## src/rtl/hs_pkg.sv

```systemverilog
// Types shared by the hiscore download and upload paths.
// Holds the FSM state encoding and the region-table entry layout.
package hs_pkg;

   localparam int unsigned HS_START_W = 16;
   localparam int unsigned HS_LEN_W   = 8;

   typedef enum logic [2:0] {
      IDLE,
      PAUSE,
      FETCH,
      WAIT,
      DATA,
      HOLD,
      DONE
   } hs_state_t;

   // One region: start address and length minus one.
   typedef struct packed {
      logic [HS_START_W-1:0] start;
      logic [HS_LEN_W-1:0]   len;
   } hs_region_t;

endpackage

```

## src/rtl/hs_upload_reader.sv

```systemverilog
// Streams hiscore regions of CPU work RAM to the HPS during an ioctl upload,
// one byte per HPS read strobe, holding the CPU paused for the whole stream.
module hs_upload_reader
   import hs_pkg::*;
#(
   parameter int unsigned HS_ADDRESSWIDTH  = 12,
   parameter int unsigned CFG_ADDRESSWIDTH = 2
) (
   input  logic                        clk_sys,
   input  logic                        reset_n,
   input  logic                        cfg_wr,
   input  logic [CFG_ADDRESSWIDTH-1:0] cfg_idx,
   input  logic [HS_ADDRESSWIDTH-1:0]  cfg_start,
   input  logic [7:0]                  cfg_len,
   input  logic [CFG_ADDRESSWIDTH:0]   cfg_count,
   input  logic                        ioctl_upload,
   input  logic                        ioctl_rd,
   output logic [7:0]                  ioctl_din,
   output logic                        pause_req,
   input  logic                        paused,
   output logic [HS_ADDRESSWIDTH-1:0]  ram_address,
   output logic                        ram_read,
   input  logic [7:0]                  data_from_ram,
   output logic                        upload_done,
   output logic                        overrun
);

   localparam int unsigned ENTRIES = 1 << CFG_ADDRESSWIDTH;
   localparam int unsigned EW      = CFG_ADDRESSWIDTH + 1;

   hs_state_t                  state_q, state_d;
   hs_region_t                 table_q [ENTRIES];
   hs_region_t                 cur;
   logic [EW-1:0]              e_q, e_d;
   logic [7:0]                 o_q, o_d;
   logic                       pending_q, pending_d;
   logic                       upload_q;
   logic                       overrun_d, done_d, preq_d, rd_d;
   logic [7:0]                 din_d;
   logic [HS_ADDRESSWIDTH-1:0] addr_d;
   logic                       rise;

   assign cur  = table_q[e_q[CFG_ADDRESSWIDTH-1:0]];
   assign rise = ioctl_upload & ~upload_q;

   // Region table: writable only while no session is running.
   always_ff @(posedge clk_sys or negedge reset_n) begin
      if (!reset_n) begin
         for (int i = 0; i < int'(ENTRIES); i++) table_q[i] <= '0;
      end else if (cfg_wr && state_q == IDLE) begin
         table_q[cfg_idx] <= '{start: HS_START_W'(cfg_start), len: cfg_len};
      end
   end

   always_ff @(posedge clk_sys or negedge reset_n) begin
      if (!reset_n) begin
         state_q     <= IDLE;
         e_q         <= '0;
         o_q         <= '0;
         pending_q   <= 1'b0;
         upload_q    <= 1'b0;
         overrun     <= 1'b0;
         upload_done <= 1'b0;
         ioctl_din   <= '0;
         pause_req   <= 1'b0;
         ram_address <= '0;
         ram_read    <= 1'b0;
      end else begin
         state_q     <= state_d;
         e_q         <= e_d;
         o_q         <= o_d;
         pending_q   <= pending_d;
         upload_q    <= ioctl_upload;
         overrun     <= overrun_d;
         upload_done <= done_d;
         ioctl_din   <= din_d;
         pause_req   <= preq_d;
         ram_address <= addr_d;
         ram_read    <= rd_d;
      end
   end

   always_comb begin
      state_d   = state_q;
      e_d       = e_q;
      o_d       = o_q;
      pending_d = pending_q;
      overrun_d = overrun;
      done_d    = upload_done;
      din_d     = ioctl_din;
      preq_d    = pause_req;
      addr_d    = ram_address;
      rd_d      = 1'b0;

      if (state_q != IDLE && !ioctl_upload) begin
         state_d   = IDLE;
         preq_d    = 1'b0;
         pending_d = 1'b0;
      end else begin
         // Early strobe is remembered; a second one before service is lost.
         if (ioctl_rd && (state_q inside {PAUSE, FETCH, WAIT, DATA})) begin
            if (pending_q) overrun_d = 1'b1;
            pending_d = 1'b1;
         end

         case (state_q)
            IDLE: begin
               if (rise) begin
                  e_d       = '0;
                  o_d       = '0;
                  overrun_d = 1'b0;
                  done_d    = 1'b0;
                  pending_d = 1'b0;
                  if (cfg_count == '0) begin
                     state_d = DONE;
                     done_d  = 1'b1;
                     din_d   = '0;
                  end else begin
                     state_d = PAUSE;
                     preq_d  = 1'b1;
                  end
               end
            end
            PAUSE: begin
               if (paused) state_d = FETCH;
            end
            FETCH: begin
               if (paused) begin
                  addr_d  = HS_ADDRESSWIDTH'(cur.start + HS_START_W'(o_q));
                  rd_d    = 1'b1;
                  state_d = WAIT;
               end
            end
            WAIT: state_d = DATA;
            DATA: begin
               din_d = data_from_ram;
               if (o_q == cur.len) begin
                  o_d = '0;
                  e_d = e_q + EW'(1);
               end else begin
                  o_d = o_q + 8'd1;
               end
               state_d = HOLD;
            end
            HOLD: begin
               if (ioctl_rd || pending_q) begin
                  pending_d = 1'b0;
                  if (ioctl_rd && pending_q) overrun_d = 1'b1;
                  // Pointer already advanced past the byte on ioctl_din.
                  if (e_q == cfg_count) begin
                     state_d = DONE;
                     done_d  = 1'b1;
                     preq_d  = 1'b0;
                     din_d   = '0;
                  end else begin
                     state_d = FETCH;
                  end
               end
            end
            DONE: ;
            default: state_d = IDLE;
         endcase
      end
   end

endmodule

```

## config.mk

```make
export PLATFORM = sky130hd
export DESIGN_NAME = hs_upload_reader
export DESIGN_NICKNAME = d
export VERILOG_FILES = /design/src/rtl/hs_pkg.sv /design/src/rtl/hs_upload_reader.sv
export SDC_FILE = /design/constraint.sdc
export NUM_CORES = 1
export LEC_CHECK = 0
export BUFFER_PORTS_ARGS = -buffer_cell sky130_fd_sc_hd__buf_4
export CELL_PAD_IN_SITES_DETAIL_PLACEMENT = 1
export CELL_PAD_IN_SITES_GLOBAL_PLACEMENT = 1
export CORE_MARGIN = 10
export CORE_UTILIZATION = 49
export CTS_BUF_LIST = sky130_fd_sc_hd__clkbuf_8
export CTS_CLUSTER_DIAMETER = 120
export CTS_CLUSTER_SIZE = 24
export DETAILED_ROUTE_END_ITERATION = 8
export HOLD_SLACK_MARGIN = 0.02
export PLACE_DENSITY_LB_ADDON = 0.1
export SYNTH_ARGS = -nofsm -noshare
export SYNTH_HDL_FRONTEND = slang
export SYNTH_SLANG_ARGS = --single-unit
```

## constraint.sdc

```tcl
create_clock -name clk_sys -period 3.35 [get_ports clk_sys]
set_input_delay 0.335 -clock clk_sys [delete_from_list [all_inputs] [get_ports clk_sys]]
set_output_delay 0.335 -clock clk_sys [all_outputs]
set_load 0.005 [all_outputs]
```

==> out/results.ini <==
[grt]
gr-total-overflow = 0
antenna_found_initial = 0
grt_pass1_wl_um = 24340
grt_usage_pct = 18.74
grt_max_degree = 62
first_global_vias = 4497

[routing]
wirelength_um = 14830
wl_per_cell_um = 21.06
firstDrtPassIters = 4
drtAntennaViolNets = 0
vias = 4008
viasPerCell = 5.693
route.detailed.drc = 0
drtIter0Drc = 213

[synth]
async_reset_ff_share_pct = 100.0
synth_edf_count = 0
syn_nets = 526
synth.ff_latch_count = 120
synthCells = 476
ys.flop_type = dfrtp_1
netlist_area_sq_mm = 0.005882
synth_area_per_cell_sq_um = 12.36
ys_types = 48
yosys_warnings = 0
seq_area_frac_synth_pct = 51.05

[final_layout]
drive_gt1_share_pct = 26.02
areaGrowthSynthToFinish_pct = 19.74
nFillCells = 1137
n_antenna_cell = 0
fin_nets = 598

[setup_path]
crit_chain = buf_4 -> mux4_2 -> ha_1 -> nor2b_1 -> o21ai_0 -> a21oi_1 -> o211ai_1 -> xor2_1 -> o21ai_1
required_ns = 3.66
start_kind = register
end_kind = register
worst_path_max_delay_cell = mux4_2
crit_fanout = 10
critPathMaxStageDelay_ns = 0.55
r2r_start = e_q[0]$_DFFE_PN0P_
crit_type = register to register
crit_start = e_q[0]$_DFFE_PN0P_
worst-endpoint-arrival_ns = 3.05

[die]
die_x_um = 129.6
rows = 39
start_util_pct = 50.86
die-area_sq_mm = 0.01679
coreArea_sq_mm = 0.01156
ios = 63
die-height_um = 129.6

[sta]
fin_hold_ws_ns = 0.1195
slew_viol_final = 0
rsz0062_at_grt = false
tightest_slew_ns = 0.7802
tns_ns = 0
max_freq_mhz = 364.4
post-route-min-period_ns = 2.744
max_slew_margin_pct = 47.99
finClkSkew_ns = 0.01289
min_period_over_period_pct = 81.91
setup_violations = 0
hold_viol = 0

[place]
gp_congestion = 0.8007
io_buffers = 62
dp_hpwl_um = 10230

[min_path]
min_path_type = primary input to register
worstHoldStart = ioctl_upload

[power]
ir_worst_vdd_mv = 0.4656
power_leakage_nw = 3.109
powerDensity_mw_per_mm2 = 840.5

[cts]
clock_path_buffers = 2
tritoncts = done
cts-buffers-inserted = 17
cts-root-buf = clkbuf_8
postCtsSetupRepairBufs = 0
clock_sinks = 120
htreeDepth = 4
path_clk_slew_ns = 0.08
clk_latency_ns = 0.44

[run]
maxCapViolCount = 0

[outcome]
status = finished, final reports clean

-- kinds of logic after synthesis --
group | Yosys count | synth area share [%]
buf+inv | 41 | 3.105
compound gates | 74 | 8.083
flops | 120 | 51.05
fa+ha+maj | 11 | 2.468
simple gates | 107 | 8.828
xor+xnor | 21 | 3.127
mux | 102 | 23.34
-- through the flow --
stage	instance area (sq um)	util, %	cells	setup WS (ns)	total power (W)
floorplan	5882	-	476	0.5787	0.003556
detailed placement	6530	56.46	671	0.6007	0.004287
CTS	7043	60.90	704	0.5753	0.005979
global placement	6530	56.46	671	0.7087	0.004131
finish	7043	60.90	704	0.6060	0.005919
global route	7043	60.90	704	0.3475	0.006305
-- routing by layer --
| metal | wire [um] | share of wire [%] | global-route usage, % |
|---|---|---|---|
| met1 | 6630 | 45 | 23.02 |
| met4 | 176 | 1.2 | 6.349 |
| met5 | 0 | 0 | 0 |
| met2 | 7314 | 49 | 31.36 |
| met3 | 704 | 4.7 | 5.016 |
-- power breakdown --
part	switching, W	internal [W]
combinational	0.000873	0.000943
sequential	0.000394	0.00208
clock	0.000594	0.00104
-- cell type report --
| cell class | count | area (sq um) | area share [%] |
|---|---|---|---|
| clock buffers | 21 | 289.0 | 4.104 |
| clock inverters | 11 | 214.0 | 3.038 |
| inverters | 17 | 63.81 | 0.9060 |
| multi-input cells | 315 | 2701 | 38.35 |
| flip-flops and latches | 120 | 3003 | 42.64 |
| well taps | 143 | 178.9 | 2.540 |
| repair buffers | 77 | 593.1 | 8.421 |
-- what timing repair did --
item,CTS,global route
hold buffers,1,0
hold endpoints to repair,59,0
setup endpoints to repair,0,0
resized for setup,0,0
-- final timing paths --
| path | end | slack (ns) | cells after the start |
|---|---|---|---|
| worst max-delay path | ram_address[10]$_DFFE_PN0P_ | 0.61 | 9 |
| worst min-delay path | upload_q$_DFF_PN0_ | 0.12 | 1 |
| worst max register to register | ram_address[10]$_DFFE_PN0P_ | 0.61 | 9 |
| worst min register to register | ram_address[0]$_DFFE_PN0P_ | 0.48 | 2 |
| max in group asynchronous | table_q[40]$_DFFE_PN0P_ | 2.04 | 3 |
| min in group asynchronous | ioctl_din[7]$_DFFE_PN0P_ | 0.51 | 2 |
-- worst max-delay path, delay by kind of cell, from the launching register on --
kind            cells  cell delay (ns)
simple gates        1             0.15
xor+xnor            1             0.18
fa+ha+maj           1             0.34
flops               1             0.41
buf+inv             1             0.27
compound gates      4             0.71
mux                 1             0.55
-- sequential cells by signal (all words and copies together) (netlist names) --
name / count
ioctl_din: 8
overrun: 1
state_q: 3
ram_address: 12
upload_done: 1
o_q: 8
pending_q: 1
table_q: 80
ram_read: 1
e_q: 3
pause_req: 1
upload_q: 1
-- synth_stat cells (3+ instances only) --
cell type | count | share of area [%]
a21oi_1 | 15 | 1.3
a22o_1 | 3 | 0.45
and2_1 | 4 | 0.43
and3_1 | 3 | 0.32
buf_2 | 5 | 0.43
buf_6 | 3 | 0.57
clkbuf_1 | 15 | 0.96
dfrtp_1 | 120 | 51
ha_1 | 10 | 2.1
inv_1 | 17 | 1.1
mux2_1 | 66 | 13
mux2_2 | 15 | 2.9
mux4_2 | 20 | 7.7
nand2_1 | 34 | 2.2
nand2b_1 | 5 | 0.53
nand3_1 | 16 | 1.4
nand4_1 | 4 | 0.43
nand4b_1 | 4 | 0.60
nor2_1 | 20 | 1.3
nor2b_1 | 3 | 0.32
nor3_1 | 8 | 0.68
o21ai_0 | 19 | 1.6
o21ai_1 | 11 | 0.94
o31ai_1 | 4 | 0.51
xnor2_1 | 14 | 2.1
xor2_1 | 7 | 1.0
-- layout by cell type (no fill, tap or decap), types with 3 or more instances in the layout --
master	instances
a21oi_1	15
a22o_1	3
and2_1	4
and3_1	3
buf_4	75
bufinv_16	6
clkbuf_8	21
dfrtp_1	120
ha_1	10
inv_1	17
mux2_1	66
mux2_2	15
mux4_2	20
nand2_1	34
nand2b_1	5
nand3_1	16
nand4_1	4
nand4b_1	4
nor2_1	20
nor2b_1	3
nor3_1	7
o21ai_0	19
o21ai_1	11
o31ai_1	4
xnor2_1	14
xor2_1	7
Note: power is estimated with default switching activity, not from simulation.
